**src/rtl/ex_wram_arb.sv**
```systemverilog
// Work-RAM arbiter: CPU has absolute priority, background engine dumps/restores all 8 KB as byte streams.
// Defining EX_WRAM_CLEAR_EN makes reset release zero the whole RAM before the block goes idle.
module ex_wram_arb (
  input  logic        clk,
  input  logic        map_rst,
  input  logic        cpu_req,
  input  logic        cpu_we,
  input  logic [12:0] cpu_addr,
  input  logic [7:0]  cpu_din,
  output logic [7:0]  cpu_dout,
  output logic        cpu_ack,
  input  logic        ss_start,
  input  logic        ss_dir,
  output logic        ss_busy,
  output logic        ss_done,
  output logic [7:0]  ss_out_dat,
  output logic        ss_out_vld,
  input  logic        ss_out_rdy,
  input  logic [7:0]  ss_in_dat,
  input  logic        ss_in_vld,
  output logic        ss_in_rdy,
  output logic [12:0] ram_addr,
  output logic [7:0]  ram_din,
  output logic        ram_we,
  input  logic [7:0]  ram_dout
);

  typedef enum logic [2:0] {IDLE, DUMP, RESTORE, DONE, CLEAR} state_t;

`ifdef EX_WRAM_CLEAR_EN
  localparam state_t RST_STATE = CLEAR;
`else
  localparam state_t RST_STATE = IDLE;
`endif

  state_t      state, state_nxt;
  logic [12:0] ptr;
  logic        rd_pend;
  logic        cpu_rd_pend;
  logic [7:0]  cpu_dout_q;
  logic        dump_issue, in_fire, clr_wr, last_ptr;

  assign last_ptr = (ptr == 13'h1FFF);

  always_comb begin
    state_nxt  = state;
    dump_issue = 1'b0;
    in_fire    = 1'b0;
    clr_wr     = 1'b0;
    ss_in_rdy  = 1'b0;
    case (state)
      IDLE:    if (ss_start) state_nxt = ss_dir ? RESTORE : DUMP;
      DUMP: begin
        dump_issue = !cpu_req && !ss_out_vld && !rd_pend;
        // pointer has wrapped to 0 only once byte 8191 sits in the output buffer
        if (ss_out_vld && ss_out_rdy && ptr == 13'd0) state_nxt = DONE;
      end
      RESTORE: begin
        ss_in_rdy = !cpu_req;
        in_fire   = ss_in_rdy && ss_in_vld;
        if (in_fire && last_ptr) state_nxt = DONE;
      end
      DONE:    state_nxt = IDLE;
      CLEAR: begin
        clr_wr = !cpu_req;
        if (clr_wr && last_ptr) state_nxt = IDLE;
      end
      default: state_nxt = IDLE;
    endcase
  end

  always_comb begin
    ram_addr = ptr;
    ram_din  = 8'h00;
    ram_we   = 1'b0;
    if (cpu_req) begin
      ram_addr = cpu_addr;
      ram_din  = cpu_din;
      ram_we   = cpu_we;
    end else if (in_fire) begin
      ram_din = ss_in_dat;
      ram_we  = 1'b1;
    end else if (clr_wr) begin
      ram_we = 1'b1;
    end
    if (map_rst) ram_we = 1'b0;
  end

  assign ss_busy  = (state != IDLE) && !map_rst;
  assign ss_done  = (state == DONE);
  assign cpu_dout = cpu_rd_pend ? ram_dout : cpu_dout_q;

  always_ff @(posedge clk or posedge map_rst) begin
    if (map_rst) begin
      state       <= RST_STATE;
      ptr         <= 13'd0;
      rd_pend     <= 1'b0;
      ss_out_vld  <= 1'b0;
      ss_out_dat  <= 8'h00;
      cpu_ack     <= 1'b0;
      cpu_rd_pend <= 1'b0;
      cpu_dout_q  <= 8'h00;
    end else begin
      state       <= state_nxt;
      cpu_ack     <= cpu_req;
      cpu_rd_pend <= cpu_req && !cpu_we;
      if (cpu_rd_pend) cpu_dout_q <= ram_dout;
      // a dump read is only issued with cpu_req low, so ram_dout next cycle is ours
      rd_pend <= dump_issue;
      if (rd_pend) begin
        ss_out_dat <= ram_dout;
        ss_out_vld <= 1'b1;
        ptr        <= ptr + 13'd1;
      end else if (ss_out_vld && ss_out_rdy) begin
        ss_out_vld <= 1'b0;
      end
      if (in_fire || clr_wr) ptr <= ptr + 13'd1;
      if (state == IDLE && ss_start) ptr <= 13'd0;
    end
  end

endmodule
```
**config.mk**
```make
export PLATFORM = sky130hd
export DESIGN_NAME = ex_wram_arb
export DESIGN_NICKNAME = d
export VERILOG_FILES = /design/src/rtl/ex_wram_arb.sv
export SDC_FILE = /design/constraint.sdc
export NUM_CORES = 1
export LEC_CHECK = 0
export CAP_MARGIN = 25
export CORE_MARGIN = 3
export CORE_UTILIZATION = 46
export CTS_BUF_LIST = sky130_fd_sc_hd__clkbuf_8
export DETAILED_ROUTE_END_ITERATION = 8
export PLACE_DENSITY = 0.88
export REMOVE_ABC_BUFFERS = 1
export SETUP_SLACK_MARGIN = 0.05
export SLEW_MARGIN = 10
export SYNTH_ARGS = -nofsm -noshare
export SYNTH_HDL_FRONTEND = slang
export SYNTH_SLANG_ARGS = --single-unit
```
**constraint.sdc**
```tcl
create_clock -name clk -period 4.8 [get_ports clk]
set_input_delay 1.44 -clock clk [delete_from_list [all_inputs] [get_ports clk]]
set_output_delay 1.44 -clock clk [all_outputs]
set_load 0.05 [all_outputs]
```
==> results of run 1 <==
[metal layers]
metal	track usage	vias up	part of all wire
met5	0	-	0
met4	0.0851	0	0.0093
met3	0.0820	4	0.097
met2	0.344	95	0.49
met1	0.279	848	0.41
li1	-	802	-
[through the flow]
| stage | worst slack (ns) | util | power [mW] | instance area (µm²) | hold WS (ns) |
|---|---|---|---|---|---|
| after floorplan | 0.762 | - | 0.889 | 1850 | 0.517 |
| after global placement | 0.460 | 0.754 | 1.16 | 2880 | 0.466 |
| after detailed placement | 0.415 | 0.754 | 1.18 | 2880 | 0.466 |
| after CTS | 0.388 | 0.775 | 1.38 | 2970 | 0.483 |
| after global routing | 0.328 | 0.782 | 1.45 | 2990 | 0.513 |
| final | 0.376 | 0.782 | 1.37 | 2990 | 0.473 |
[cell usage in the layout, fill, tap and decap left out, types with 3 or more instances in the layout]
master,count
a21oi_1,12
a22o_1,8
buf_12,12
buf_4,13
clkbuf_8,5
clkdlybuf4s50_1,64
dfrtp_1,35
ha_1,6
inv_1,11
mux2_2,27
nand2_1,5
nand3_1,3
nor2_1,10
o21ai_0,11
or3_1,6
xor2_1,3
[worst max path at each step]
stage | startpoint | endpoint | slack, ns | cells past startpoint
floorplan | cpu_req | ram_we | 0.76 | 3
global placement | ss_in_vld | ram_we | 0.46 | 5
detailed placement | ss_in_vld | ram_we | 0.41 | 5
CTS | ss_in_vld | ram_we | 0.39 | 5
global route | ss_in_vld | ram_we | 0.33 | 5
finish | ss_in_vld | ram_we | 0.38 | 5
[critical path: stages]
cell             delay (ns)
clkdlybuf4s50_1        0.50
and3b_1                0.57
a21oi_1                0.08
nor2_1                 0.22
buf_12                 0.17
[flip-flops by register name, indices dropped and copies added (netlist names)]
| signal | cells |
|---|---|
| ss_out_vld | 1 |
| cpu_dout_q | 8 |
| cpu_rd_pend | 1 |
| cpu_ack | 1 |
| state | 2 |
| ptr | 13 |
| rd_pend | 1 |
| ss_out_dat | 8 |
[final cells by class]
cell class	instances	area, µm²	area share
Timing Repair Buffer	90	1010	0.336
Clock buffer	5	68.8	0.0230
Sequential cell	35	876	0.293
Tap cell	48	60.1	0.0201
Multi-Input combinational cell	120	936	0.313
Inverter	9	33.8	0.0113
Clock inverter	3	12.5	0.00418
[cells by family (layout without fill, tap and decap cells)]
logic type,after synthesis,in the layout,synth area share
multiplexers,29,29,0.172
adder cells (fa/ha/maj),6,6,0.0396
AO/OA/AOI/OAI,38,38,0.131
AND/OR/NAND/NOR,43,43,0.133
buffers and inverters,20,107,0.0442
flip-flops,35,35,0.462
XOR/XNOR,4,4,0.0185
[power breakdown]
| part | switching (mW) | internal (mW) | leakage [nW] |
|---|---|---|---|
| clock | 0.101 | 0.0975 | 0.0505 |
| combinational | 0.441 | 0.306 | 0.811 |
| sequential | 0.0589 | 0.366 | 0.444 |
==> impl_metrics.json, run 1 <==
{
  "vdd_ir_drop_max_mv": 0.401,
  "dp_cells": 301,
  "timing.rr.start": "state[0]$_DFFE_PP0P_",
  "io_pins": 88,
  "post_cts_buffers": 0,
  "yosysMostFrequentCell": "dfrtp_1",
  "min_from": "ss_out_vld$_DFFE_PP0P_",
  "dieArea_um2": 4930,
  "track_usage": 0.221,
  "post-dp-hpwl_um": 3850,
  "vias": 1749,
  "clock.fmax_mhz": 226,
  "power_leakage_nw": 1.30,
  "n_antenna_cell": 0,
  "powerDensity_nw_per_um2": 458,
  "yosysWarnings": 0,
  "finalClockSkew_ns": 0.00507,
  "synth_cell_types": 37,
  "fillCellCount": 270,
  "rsz0062_at_grt": "no",
  "die_h_um": 70.2,
  "clk_pin_slew_worst_paths_ns": 0.07,
  "yosysSeqAreaShare": 0.462,
  "tritoncts": "yes",
  "num_rows": 22,
  "clk_path_buf_depth": 2,
  "drv_cap": 0,
  "maxSlewViolCount": 0,
  "min_path_cells": 1,
  "nNetsFinal": 312,
  "ys_seq_elements": 35,
  "crit_required_ns": 3.36,
  "syn_area_per_cell_um2": 10.8,
  "grt_pass1_wl_um": 8690,
  "remaining_drc_errors": 0,
  "numCtsBuffers": 5,
  "ant_nets": 0,
  "grt-ovfl-total": 0,
  "clock-root-buffer": "clkbuf_8",
  "netlist_instances": 175,
  "worst_pin_slew_ns": 0.620,
  "critPathLaunchType": "primary input",
  "cp_max_fo": 15,
  "clkLatencyLatePin_ns": 0.28,
  "cts_max_level": 2,
  "hold_viol_final": 0,
  "hp-class": "flop to flop",
  "initial_utilization": 0.495,
  "holdPathEnd": "rd_pend$_DFF_PP0_",
  "synth_edf_count": 0,
  "setup_tns_ns": 0,
  "finalSetupViolCount": 0,
  "r2r_end": "ptr[12]$_DFFE_PP0P_",
  "gp_congestion": 0.828,
  "rrSetupSlack_ns": 2.47,
  "finalCritPeriodShare": 0.922,
  "area_growth_syn_to_layout_pct": 57.9,
  "r2r_cells": 6,
  "yosysTopAreaCell": "dfrtp_1",
  "port_buffers": 87,
  "drt_wl_total_um": 5140,
  "crit_type": "primary input to output port",
  "min_period_ns": 4.42,
  "slew_headroom": 0.586,
  "core_um2": 3830,
  "synthTopCellsByCount": "dfrtp_1 (35), mux2_2 (27), a21oi_1 (12)",
  "grt_max_degree": 30,
  "ctsHoldBuffers": 0,
  "final_cells": 310,
  "crit_arrival_ns": 2.98,
  "wl_per_cell_um": 16.6,
  "synthFlopType": "dfrtp_1",
  "status": "completed",
  "synth.area.top_cells": "dfrtp_1 (46%), mux2_2 (16%), ha_1 (4.0%), a22o_1 (3.7%), a21oi_1 (3.2%)",
  "grt_pass1_vias": 1746,
  "drt_pass1_iterations": 5,
  "routed_via_density": 5.64,
  "drt_iter0_markers": 74,
  "crit_path_end_kind": "output port",
  "dieWidth_um": 70.2,
  "post_route_cells_drive_above_1_share": 0.240,
  "synth.cell_area_um2": 1900,
  "clock_sinks": 35,
  "post_cts_resized": 0,
  "grt_antenna_before_repair": 0,
  "synthArstFlopShare": 1.00,
  "yosysTopAreaCellShare": 0.462
}
Note: power is estimated with default switching activity, not from simulation.
==> run 2, diff against run 1 <==
--- a/config.mk
+++ b/config.mk
@@ -7,10 +7,10 @@
 export LEC_CHECK = 0
 export CAP_MARGIN = 25
 export CORE_MARGIN = 3
-export CORE_UTILIZATION = 46
+export CORE_UTILIZATION = 40
 export CTS_BUF_LIST = sky130_fd_sc_hd__clkbuf_8
 export DETAILED_ROUTE_END_ITERATION = 8
-export PLACE_DENSITY = 0.88
+export PLACE_DENSITY = 0.78
 export REMOVE_ABC_BUFFERS = 1
 export SETUP_SLACK_MARGIN = 0.05
 export SLEW_MARGIN = 10
==> run 2 against run 1 <==
Net effect:
- clock power is 13% higher
- die area up 14%
- global-route usage decreased by 4.8 points
- largest power group unchanged
- cell count rose by 0.97%
- non-clock buffer count down 1
- maximum frequency increased by 1.4%
- worst hold slack improved by 0.025 ns
- critical path depth unchanged
- via count is 6.1% lower
- sequential share of layout area hardly changed
- largest cell class unchanged
- first-iteration DRC count shrank 23%
- critical path type unchanged
==> impl_metrics.json, run 2 (synthesis gave the netlist of run 1 again) <==
{
  "status": "completed",
  "port_buffers": 87,
  "finalWorstSetupSlack_ns": 0.437,
  "maxSlewViolCount": 0,
  "final_util": 0.668,
  "clock_sinks": 35,
  "dp_cells": 305,
  "crit_arrival_ns": 2.92,
  "grt-ovfl-total": 0,
  "place_ws_ns": 0.428,
  "die_h_um": 74.8,
  "nNetsFinal": 311,
  "total_power_mw": 1.39,
  "clk_path_buf_depth": 2,
  "hp-class": "flop to flop",
  "area_growth_syn_to_layout_pct": 57.7,
  "n_antenna_cell": 0,
  "crit_path_end_kind": "output port",
  "drt_iter0_markers": 57,
  "gp_congestion": 0.759,
  "drt_wl_total_um": 4630,
  "cp_max_fo": 15,
  "finalClockSkew_ns": 0.00416,
  "post_cts_resized": 0,
  "post_route_cells_drive_above_1_share": 0.241,
  "min_period_ns": 4.36,
  "critPathLaunchType": "primary input",
  "dieWidth_um": 74.8,
  "clock-root-buffer": "clkbuf_8",
  "crit_required_ns": 3.36,
  "clkLatencyLatePin_ns": 0.28,
  "mostFrequentLayoutCells": "clkdlybuf4s50_1 (64), dfrtp_1 (35), mux2_2 (27)",
  "worst_pin_slew_ns": 0.645,
  "vias": 1642,
  "finalSetupViolCount": 0,
  "drv_cap": 0,
  "clk_pin_slew_worst_paths_ns": 0.07,
  "setup_tns_ns": 0,
  "rsz0062_at_grt": "no",
  "grt_max_degree": 36,
  "largest_register_ffs": 13,
  "drt_pass1_iterations": 4,
  "ctsHoldBuffers": 0,
  "hold_viol_final": 0,
  "finalCritPeriodShare": 0.909,
  "num_rows": 24,
  "grt_pass1_vias": 1643,
  "grt_pass1_wl_um": 7350,
  "dieArea_um2": 5600,
  "tritoncts": "yes",
  "reg.largest.list": "ptr x13, cpu_dout_q x8, ss_out_dat x8",
  "routed_via_density": 5.25,
  "remaining_drc_errors": 0,
  "post_cts_buffers": 0,
  "wl_per_cell_um": 14.8,
  "post-dp-hpwl_um": 3490,
  "final_common_cell": "clkdlybuf4s50_1",
  "grt_antenna_before_repair": 0,
  "slew_headroom": 0.570,
  "io_pins": 88,
  "powerDensity_nw_per_um2": 464,
  "vdd_ir_drop_max_mv": 0.371,
  "initial_utilization": 0.424,
  "core_um2": 4470,
  "crit_type": "primary input to output port",
  "track_usage": 0.173,
  "clock.fmax_mhz": 229,
  "power_leakage_nw": 1.30,
  "cts_max_level": 2,
  "final_cells": 313,
  "numCtsBuffers": 5,
  "regMostFlops": "ptr",
  "ant_nets": 0
}
-- run 2: final timing paths --
path | cells past startpoint | slack (ns) | from | endpoint
hold / removal | 1 | 0.50 | cpu_dout_q[7]$_DFF_PP0_ | cpu_dout_q[7]$_DFF_PP0_
setup / recovery | 5 | 0.44 | ss_in_vld | ram_we
hold reg to reg | 1 | 0.50 | cpu_dout_q[7]$_DFF_PP0_ | cpu_dout_q[7]$_DFF_PP0_
max in group asynchronous | 3 | 2.87 | map_rst | ptr[5]$_DFFE_PP0P_
min in group asynchronous | 3 | 1.62 | map_rst | state[1]$_DFFE_PP0P_
setup reg to reg | 6 | 2.56 | state[0]$_DFFE_PP0P_ | ptr[12]$_DFFE_PP0P_
-- run 2: layout make-up --
| class | instances | area [µm²] |
|---|---|---|
| inverter | 9 | 33.8 |
| timing repair buffer | 89 | 978 |
| tap | 52 | 65.1 |
| clock buffer | 7 | 96.3 |
| clock inverter | 1 | 3.75 |
| sequential | 35 | 876 |
| multi-input combinational | 120 | 936 |
| fill | 335 | 1490 |
-- run 2: layer usage --
layer | global-route usage | up-vias | wire [µm]
li1 | - | 801 | -
met1 | 0.197 | 763 | 1940
met2 | 0.286 | 73 | 2090
met3 | 0.0841 | 5 | 549
met4 | 0.0534 | 0 | 53
met5 | 0 | - | 0
-- run 2: power breakdown --
part	switching [mW]	leakage, nW	internal (mW)
logic	0.434	0.798	0.303
clock network	0.0950	0.0557	0.129
registers	0.0595	0.444	0.366
-- run 2: stage by stage --
stage / hold WS, ns / area (µm²)
after floorplan: 0.517 / 1850
after global placement: 0.481 / 2890
after detailed placement: 0.487 / 2890
after CTS: 0.503 / 2990
after global routing: 0.516 / 2990
final: 0.498 / 2990
-- run 2: worst max-delay path, stage by stage --
cell and delay, ns:
clkdlybuf4s50_1 0.50, and3b_1 0.53, a21oi_1 0.08, nor2_1 0.20, buf_12 0.17
